## src/rtl/mux_display.sv

```systemverilog
// Time-multiplexed driver for a 4-digit, 7-segment display sharing one segment bus.
// A prescaler advances the digit select; enables and segments are registered one cycle behind it.
module mux_display #(
  parameter int REFRESH_DIV = 50000,
  parameter int CNT_W       = (REFRESH_DIV > 1) ? $clog2(REFRESH_DIV) : 1
) (
  input  logic       clock,
  input  logic       reset,
  input  logic [6:0] D0,
  input  logic [6:0] D1,
  input  logic [6:0] D2,
  input  logic [6:0] D3,
  output logic [3:0] ED_out,
  output logic [6:0] D_out
);

  localparam logic [CNT_W-1:0] CNT_LAST = CNT_W'(REFRESH_DIV - 1);

  logic [CNT_W-1:0] cnt_q, cnt_d;
  logic [1:0]       sel_q, sel_d;
  logic [3:0]       ed_q,  ed_d;
  logic [6:0]       seg_q, seg_d;

  // NOTE: every signal assigned in always_comb gets a default first, so no path can infer a latch.
  always_comb begin
    cnt_d = cnt_q + 1'b1;
    sel_d = sel_q;
    if (cnt_q == CNT_LAST) begin
      cnt_d = '0;
      sel_d = sel_q + 2'd1;
    end

    // Outputs follow the pre-edge select, so they trail sel_q by one cycle.
    ed_d  = ~(4'b0001 << sel_q);
    seg_d = D0;
    case (sel_q)
      2'd0:    seg_d = D0;
      2'd1:    seg_d = D1;
      2'd2:    seg_d = D2;
      default: seg_d = D3;
    endcase
  end

  // NOTE: sequential state uses non-blocking assignments so all registers update from pre-edge values.
  always_ff @(posedge clock) begin
    if (reset) begin
      cnt_q <= '0;
      sel_q <= '0;
      ed_q  <= 4'b1111;
      seg_q <= 7'b1111111;
    end else begin
      cnt_q <= cnt_d;
      sel_q <= sel_d;
      ed_q  <= ed_d;
      seg_q <= seg_d;
    end
  end

  assign ED_out = ed_q;
  assign D_out  = seg_q;

endmodule

```

## config.mk

```make
export PLATFORM = sky130hd
export DESIGN_NAME = mux_display
export DESIGN_NICKNAME = d
export VERILOG_FILES = /design/src/rtl/mux_display.sv
export SDC_FILE = /design/constraint.sdc
export NUM_CORES = 1
export LEC_CHECK = 0
export CAP_MARGIN = 20
export CORE_ASPECT_RATIO = 0.5
export CORE_UTILIZATION = 45
export CTS_CLUSTER_DIAMETER = 150
export DETAILED_ROUTE_END_ITERATION = 16
export GPL_TIMING_DRIVEN = 1
export PLACE_DENSITY = 0.85
export SYNTH_ARGS = -nofsm -noshare
export SYNTH_HDL_FRONTEND = slang
export SYNTH_SLANG_ARGS = --single-unit
export TNS_END_PERCENT = 50
```

## constraint.sdc

```tcl
create_clock -name clock -period 1.8 [get_ports clock]
set_clock_uncertainty 0.1 [all_clocks]
set_input_delay 0.36 -clock clock [delete_from_list [all_inputs] [get_ports clock]]
set_output_delay 0.36 -clock clock [all_outputs]
set_load 0.05 [all_outputs]
```

Word-level counts from Yosys, hierarchy flattened. Cells that the tools add are included.

Register bits: 29. Bits of input ports: 30. Output and inout bits: 11. Word-level logic and storage cells: 14.

Add/subtract/negate cells: 2. Equal/unequal tests: 3. Shift-type cells: 1. Multiplexer cells: 1. Bitwise gates (word level): 1. Reductions and logical operators: 2.

Operators by type and width (number): 7-bit case mux with 3 select lines (1); 16-bit by 1-bit adder with 16-bit output, second input constant (1); 16-bit == test, second input constant (1); 4-bit NOT (1); 1-bit by 2-bit << shifter with 4-bit output, first input constant (1); 2-bit by 1-bit adder with 2-bit output, second input constant (1); 2-bit by 1-bit == test with 1-bit output, second input constant (1); 2-bit == test, second input constant (1); 2-bit logical NOT (1); 2-bit OR reduction (1).

Longest topological paths before layout. Gate-level depths: netlist of the first run.

Depth in word-level cells: 2. Depth in mapped cells: 7. Mapped depth without buffers: 6.

Worst setup path before layout of the first run. No wires, ideal clock.

Path type: flip-flop to flip-flop. Start point: reg cnt_q[0]. End point: reg cnt_q[14]. Arrival time: 1.326 ns. Data required time: 1.585 ns. Path slack: 0.260 ns. Cell stages (with the launch flop): 8. Buffers on the path: 2. Cell sequence: dfxtp_1 > ha_1 > and3_1 > nand4_1 > nand2b_1 > buf_4 > buf_6 > nor2_1.

Word-level cells in the longest chain between the ends: 2.

RTL lines: start: declaration (line 19) `logic [CNT_W-1:0] cnt_q, cnt_d;`; start signal: assignment (line 52) `cnt_q <= cnt_d;`; branches (longest 2 deep; another with 16-bit by 1-bit adder with 16-bit output).

Several ways; the timed one is not identified. A chain may end at the register's enable or synchronous reset.

Worst setup path after layout of the first run.
Start point: reg sel_q[0]. End point: reg seg_q[5], in the netlist D_out[5].

Word-level cells in the longest chain between the ends: 2.

RTL lines: start: declaration (line 20) `logic [1:0] sel_q, sel_d;`; start signal: assignment (line 53) `sel_q <= sel_d;`; 2-bit == test (tied with other cells) (line 36) `case (sel_q)`; 7-bit case mux with 3 select lines * (line 36); end signal: assignment (line 55) `seg_q <= seg_d;`; end: declaration (line 22) `logic [6:0] seg_q, seg_d;`.

Every way passes the cells marked *; elsewhere a longest branch is shown, timed or not.

==> impl_metrics.tcl, run 1 <==
set metrics [dict create \
    grt_pass1_vias 1058 \
    worstHoldPathType "reg -> reg" \
    coreArea_mm2 0.00267 \
    met3_length_um 174 \
    port_buffers 40 \
    cts_setup_buffers 0 \
    grt_max_degree 14 \
    min_period_ps 1650 \
    num_antenna_cells 0 \
    area_growth_pct 39.3 \
    cts_tree "done" \
    power-per-cell-area_mw_per_mm2 729 \
    drt-met1-wl_um 1230 \
    syn_area_mm2 0.00129 \
    hold_start "cnt_q[0]$_SDFF_PP0_" \
    drv_slew 0 \
    cts_buffers 5 \
    die-height_um 39.9 \
    report.final.hold_viol_count 0 \
    tns_ps 0 \
    grt.total_usage_pct 20.5 \
    cts_hold_buf 0 \
    fmax_ghz 0.605 \
    switching_power_w 0.000312 \
    die_x_um 77.8 \
    crit_chain "inv_1, ha_1, a222oi_1, nand2_1, a21o_1" \
    vias 1186 \
    dp_hpwl_um 2210 \
    ys_async_sr_fraction_pct 0 \
    synth_top_area_share_pct 44.9 \
    wl_per_cell_um 13.4 \
    cpLargestDelayFamily "compound AO/OA/AOI/OAI gates" \
    antenna_found_initial 0 \
    switching_share_pct 23.8 \
    crit_path_end_kind "register" \
    worst-path-max-fanout 8 \
    setup_viol 0 \
    seqPwrFrac_pct 50.7 \
    pwr-share-clk_pct 37.1 \
    synth_common_cells "dfxtp_1 (29), nor2_1 (19), nand2b_1 (12)" \
    synth_seq_cells 29 \
    start_kind "register" \
    grt_pass1_wl_um 4570 \
    reg2reg_from "sel_q[0]$_SDFFE_PP0N_" \
    synth_nets 175 \
    vdd_drop_max_v 0.000405 \
    drt-total-wl_um 3000 \
    yosys.area.top_type "dfxtp_1" \
    cts.sinks 29 \
    worst_pin_slew_ps 334 \
    cp.required_ps 1880 \
    cpMaxStageDelayCell "dfxtp_1" \
    worstPathArrival_ps 1730 \
    wl_met2_um 1530 \
    grt_overflow 0 \
    drt_iter0_drc 80 \
    htree_num_levels 2 \
    cts_buffer_depth 2 \
    synth_cell_type_count 25 \
    yosys_most_used_dff "dfxtp_1" \
    critPathLaunch "sel_q[0]$_SDFFE_PP0N_" \
    cp_num_buf_inv 1 \
    rsz0062_at_grt "no" \
    layout-drive-gt1-share_pct 12.3 \
    status "completed" \
    top_layer "met4" \
    slew_headroom_pct 77.5 \
    synth_edf_count 0 \
    cts.clk_slew.worst_paths_ps 60 \
    viasPerCell 5.29 \
    p_int_w 0.00100 \
    leakage_nw 0.724 \
    drtAntennaViolNets 0 \
    synth_area_leaders "dfxtp_1 (45%), xnor2_1 (6.8%), ha_1 (5.8%)" \
    dieArea_mm2 0.00311 \
    netlist_instances 139 \
    fin_crit_sh_pct 91.8 \
    cap_violations 0 \
    cp_slowest_stage_delay_ps 390 \
    final_nets 224 \
    combPwrFrac_pct 12.2 \
    cts_root_buffer "clkbuf_8" \
    ys_seq_area_share_pct 44.9 \
    place.gp.congestion 0.825 \
    clock_latency_ps 280 \
    critPathKind "reg -> reg" \
    rows 13 \
    fin_util_pct 67.5 \
    yosys_warnings 0 \
    start_util_pct 48.5 \
    pin_count 41 \
    post_cts_resized 0 \
    first_pass_iters 5 \
    avgSynthCellArea_um2 9.31 \
    synth.most_common_cell "dfxtp_1" \
    drcViolationCount 0 \
]
## worst reg2reg max path, delay by kind of cell (launching register included)
kind | cells | cell delay, ps
AND/OR/NAND/NOR | 1 | 100
AO/OA/AOI/OAI | 2 | 530
flip-flops | 1 | 390
adder cells (fa/ha/maj) | 1 | 310
buffers and inverters | 1 | 110
## per-stage QoR
step	setup slack (ps)	power [W]	instances	area [um2]	hold slack, ps
finish	148	0.00131	224	1800	361
global placement	211	0.000836	218	1730	340
floorplan	260	0.000751	139	1290	329
CTS	149	0.00131	224	1800	363
detailed placement	143	0.000839	218	1730	351
global route	69.5	0.00136	224	1800	405
## cells by family after synthesis
family,Yosys count,synth area share (%)
buf+inv,9,3.48
compound gates,15,9.67
flops,29,44.9
simple gates,65,25.9
fa+ha+maj,6,5.80
mux,1,0.774
xor+xnor,14,9.48
## registers in the layout, summed over array words and instances (netlist names)
register,count
cnt_q,16
sel_q,2
ED_out,4
D_out,7
## placed cells by master, fill, tap and decap left out
cell / count
a21o_1: 6
a21oi_1: 1
a222oi_1: 7
and2_1: 1
and3_1: 2
and4b_1: 1
buf_4: 16
clkbuf_8: 5
clkdlybuf4s50_1: 29
clkinv_2: 1
dfxtp_1: 29
ha_1: 6
inv_1: 6
mux2i_1: 1
nand2_1: 11
nand2b_1: 12
nand3_1: 6
nand4_1: 4
nand4_2: 1
nor2_1: 19
nor3_1: 2
nor4_1: 5
nor4bb_1: 1
o21ai_0: 1
xnor2_1: 10
xor2_1: 4
## power by group through the flow
stage / registers (W) / clock network, W / logic, W
floorplan: 0.000713 / 0 / 0.0000387
global placement: 0.000679 / 0 / 0.000157
detailed placement: 0.000680 / 0 / 0.000159
CTS: 0.000666 / 0.000488 / 0.000161
global route: 0.000667 / 0.000522 / 0.000169
finish: 0.000666 / 0.000488 / 0.000160
## routing by layer
layer  track usage [%]  vias to the layer above
met2              38.7                       34
met1              21.5                      568
met5                 0                        -
li1                  -                      577
met3              8.37                        7
met4              8.96                        0
## worst paths after layout
check | cells after the start | to | slack [ps]
worst max-delay path | 5 | D_out[5]$_SDFF_PP1_ | 150
worst min-delay path | 1 | cnt_q[0]$_SDFF_PP0_ | 360
worst max register to register | 5 | D_out[5]$_SDFF_PP1_ | 150
worst min register to register | 1 | cnt_q[0]$_SDFF_PP0_ | 360
## cell type report
class                           count  area [um2]
Sequential cell                    29         581
Multi-Input combinational cell    101         668
Clock inverter                      1        5.00
Tap cell                           37        46.3
Clock buffer                        5        68.8
Fill cell                         229         866
Inverter                            6        22.5
Timing Repair Buffer               45         410
No activity file was read; power rests on OpenSTA's default activity.
==> run 2: changes to the inputs <==
--- a/config.mk
+++ b/config.mk
@@ -7,6 +7,7 @@
 export LEC_CHECK = 0
 export CAP_MARGIN = 20
 export CORE_ASPECT_RATIO = 0.5
+export CORE_MARGIN = 5
 export CORE_UTILIZATION = 45
 export CTS_CLUSTER_DIAMETER = 150
 export DETAILED_ROUTE_END_ITERATION = 16
==> impl_metrics.tcl, run 2 (same netlist as run 1, synthesis figures left out) <==
set metrics [dict create \
    status "completed" \
    min_period_ps 1700 \
    die_x_um 85.8 \
    place_area_mm2 0.00173 \
    drv_slew 0 \
    worstHoldPathType "reg -> reg" \
    cts_hold_buf 0 \
    grt_max_degree 17 \
    pwr-share-clk_pct 38.0 \
    cts_buffer_depth 2 \
    tns_ps 0 \
    pin_count 41 \
    dieArea_mm2 0.00411 \
    critPathKind "reg -> reg" \
    cts_root_buffer "clkbuf_8" \
    p_total_w 0.00133 \
    fmax_ghz 0.589 \
    design_area_mm2 0.00182 \
    die-height_um 47.9 \
    cts_setup_buffers 0 \
    slew_headroom_pct 77.1 \
    area_growth_pct 40.3 \
    grt_pass1_wl_um 4880 \
    cp.required_ps 1880 \
    worst_pin_slew_ps 340 \
    post_cts_resized 0 \
    cts_buffers 5 \
    worst-path-max-fanout 8 \
    combPwrFrac_pct 12.0 \
    drtAntennaViolNets 0 \
    rows 13 \
    drt-total-wl_um 3020 \
    leakage_nw 0.729 \
    place.gp.congestion 0.854 \
    drcViolationCount 0 \
    power-per-cell-area_mw_per_mm2 733 \
    p_int_w 0.00102 \
    largest-register "cnt_q" \
    switching_power_w 0.000315 \
    port_buffers 40 \
    cts.sinks 29 \
    coreArea_mm2 0.00267 \
    rsz0062_at_grt "no" \
    grt.total_usage_pct 16.3 \
    ff_latch_area_um2 581 \
    final_cell_mix "dfxtp_1 (29), clkdlybuf4s50_1 (29), nor2_1 (19), buf_4 (14), nand2b_1 (12)" \
    n_fill_cell 223 \
    drt_iter0_drc 54 \
    worstPathArrival_ps 1780 \
    grt_pass1_vias 1135 \
    multi_input_area_um2 668 \
    final_nets 223 \
    reg2reg_from "sel_q[0]$_SDFFE_PP0N_" \
    switching_share_pct 23.6 \
    dp_hpwl_um 2220 \
    grt_overflow 0 \
    num_antenna_cells 0 \
    vdd_drop_max_v 0.000453 \
    setup_viol 0 \
    hold_start "cnt_q[0]$_SDFF_PP0_" \
    first_pass_iters 6 \
    antenna_found_initial 0 \
    fin_crit_sh_pct 94.3 \
    start_kind "register" \
    cap_violations 0 \
    seqPwrFrac_pct 50.0 \
    crit_path_end_kind "register" \
    cts_tree "done" \
    vias 1153 \
    largest_reg_flops 16 \
    viasPerCell 5.12 \
    worst_slack_ps 102 \
    clock_latency_ps 280 \
    htree_num_levels 2 \
    critPathLaunch "sel_q[0]$_SDFFE_PP0N_" \
    dp_slack_ps 115 \
    report.final.hold_viol_count 0 \
    wl_per_cell_um 13.4 \
    layout-drive-gt1-share_pct 12.2 \
    start_util_pct 48.5 \
    cts.clk_slew.worst_paths_ps 60 \
]
run 2: cell count changes in the layout (fill, tap and decap cells not counted):
| cell | previous run | this run |
|---|---|---|
| clkinv_2 | 1 | 2 |
| buf_4 | 16 | 14 |
| buf_12 | 0 | 1 |
| clkbuf_1 | 0 | 1 |
run 2: path summary, 6_finish.rpt:
check	end	slack [ps]	depth (start not counted)
max	D_out[2]$_SDFF_PP1_	100	5
min	cnt_q[0]$_SDFF_PP0_	390	1
max reg2reg	D_out[2]$_SDFF_PP1_	100	5
min reg2reg	cnt_q[0]$_SDFF_PP0_	390	1
run 2: power by group through the flow:
stage / sequential [W] / clock [W] / combinational, W
after global routing: 0.000667 / 0.000559 / 0.000171
final: 0.000665 / 0.000506 / 0.000160
after CTS: 0.000665 / 0.000522 / 0.000162
after floorplan: 0.000713 / 0 / 0.0000387
after detailed placement: 0.000679 / 0 / 0.000161
after global placement: 0.000679 / 0 / 0.000159
run 2: layout make-up:
type | count | share of cell area, %
Clock buffer | 6 | 4.00
Clock inverter | 2 | 0.551
Inverter | 6 | 1.24
Multi-Input combinational cell | 101 | 36.8
Sequential cell | 29 | 32.0
Tap cell | 37 | 2.55
Timing Repair Buffer | 44 | 22.9
run 2: metrics by stage:
step / utilization (%) / std cells / hold slack, ps
floorplan: - / 139 / 329
global placement: 65.0 / 217 / 344
detailed placement: 65.0 / 217 / 359
CTS: 68.1 / 225 / 400
global route: 68.1 / 225 / 413
finish: 68.1 / 225 / 390
run 2: routing by layer:
| metal | vias to the layer above | routed length, um | GRT usage (%) |
|---|---|---|---|
| met1 | 529 | 1220 | 16.4 |
| met3 | 8 | 260 | 9.11 |
| met2 | 38 | 1470 | 28.5 |
| li1 | 578 | - | - |
| met5 | - | 0 | 0 |
| met4 | 0 | 67 | 8.52 |
run 2: critical path, cell delays in order, from the launching register on:
cell and delay, ps:
dfxtp_1 390, inv_1 100, ha_1 320, a222oi_1 410, nand2_1 100, a21o_1 180
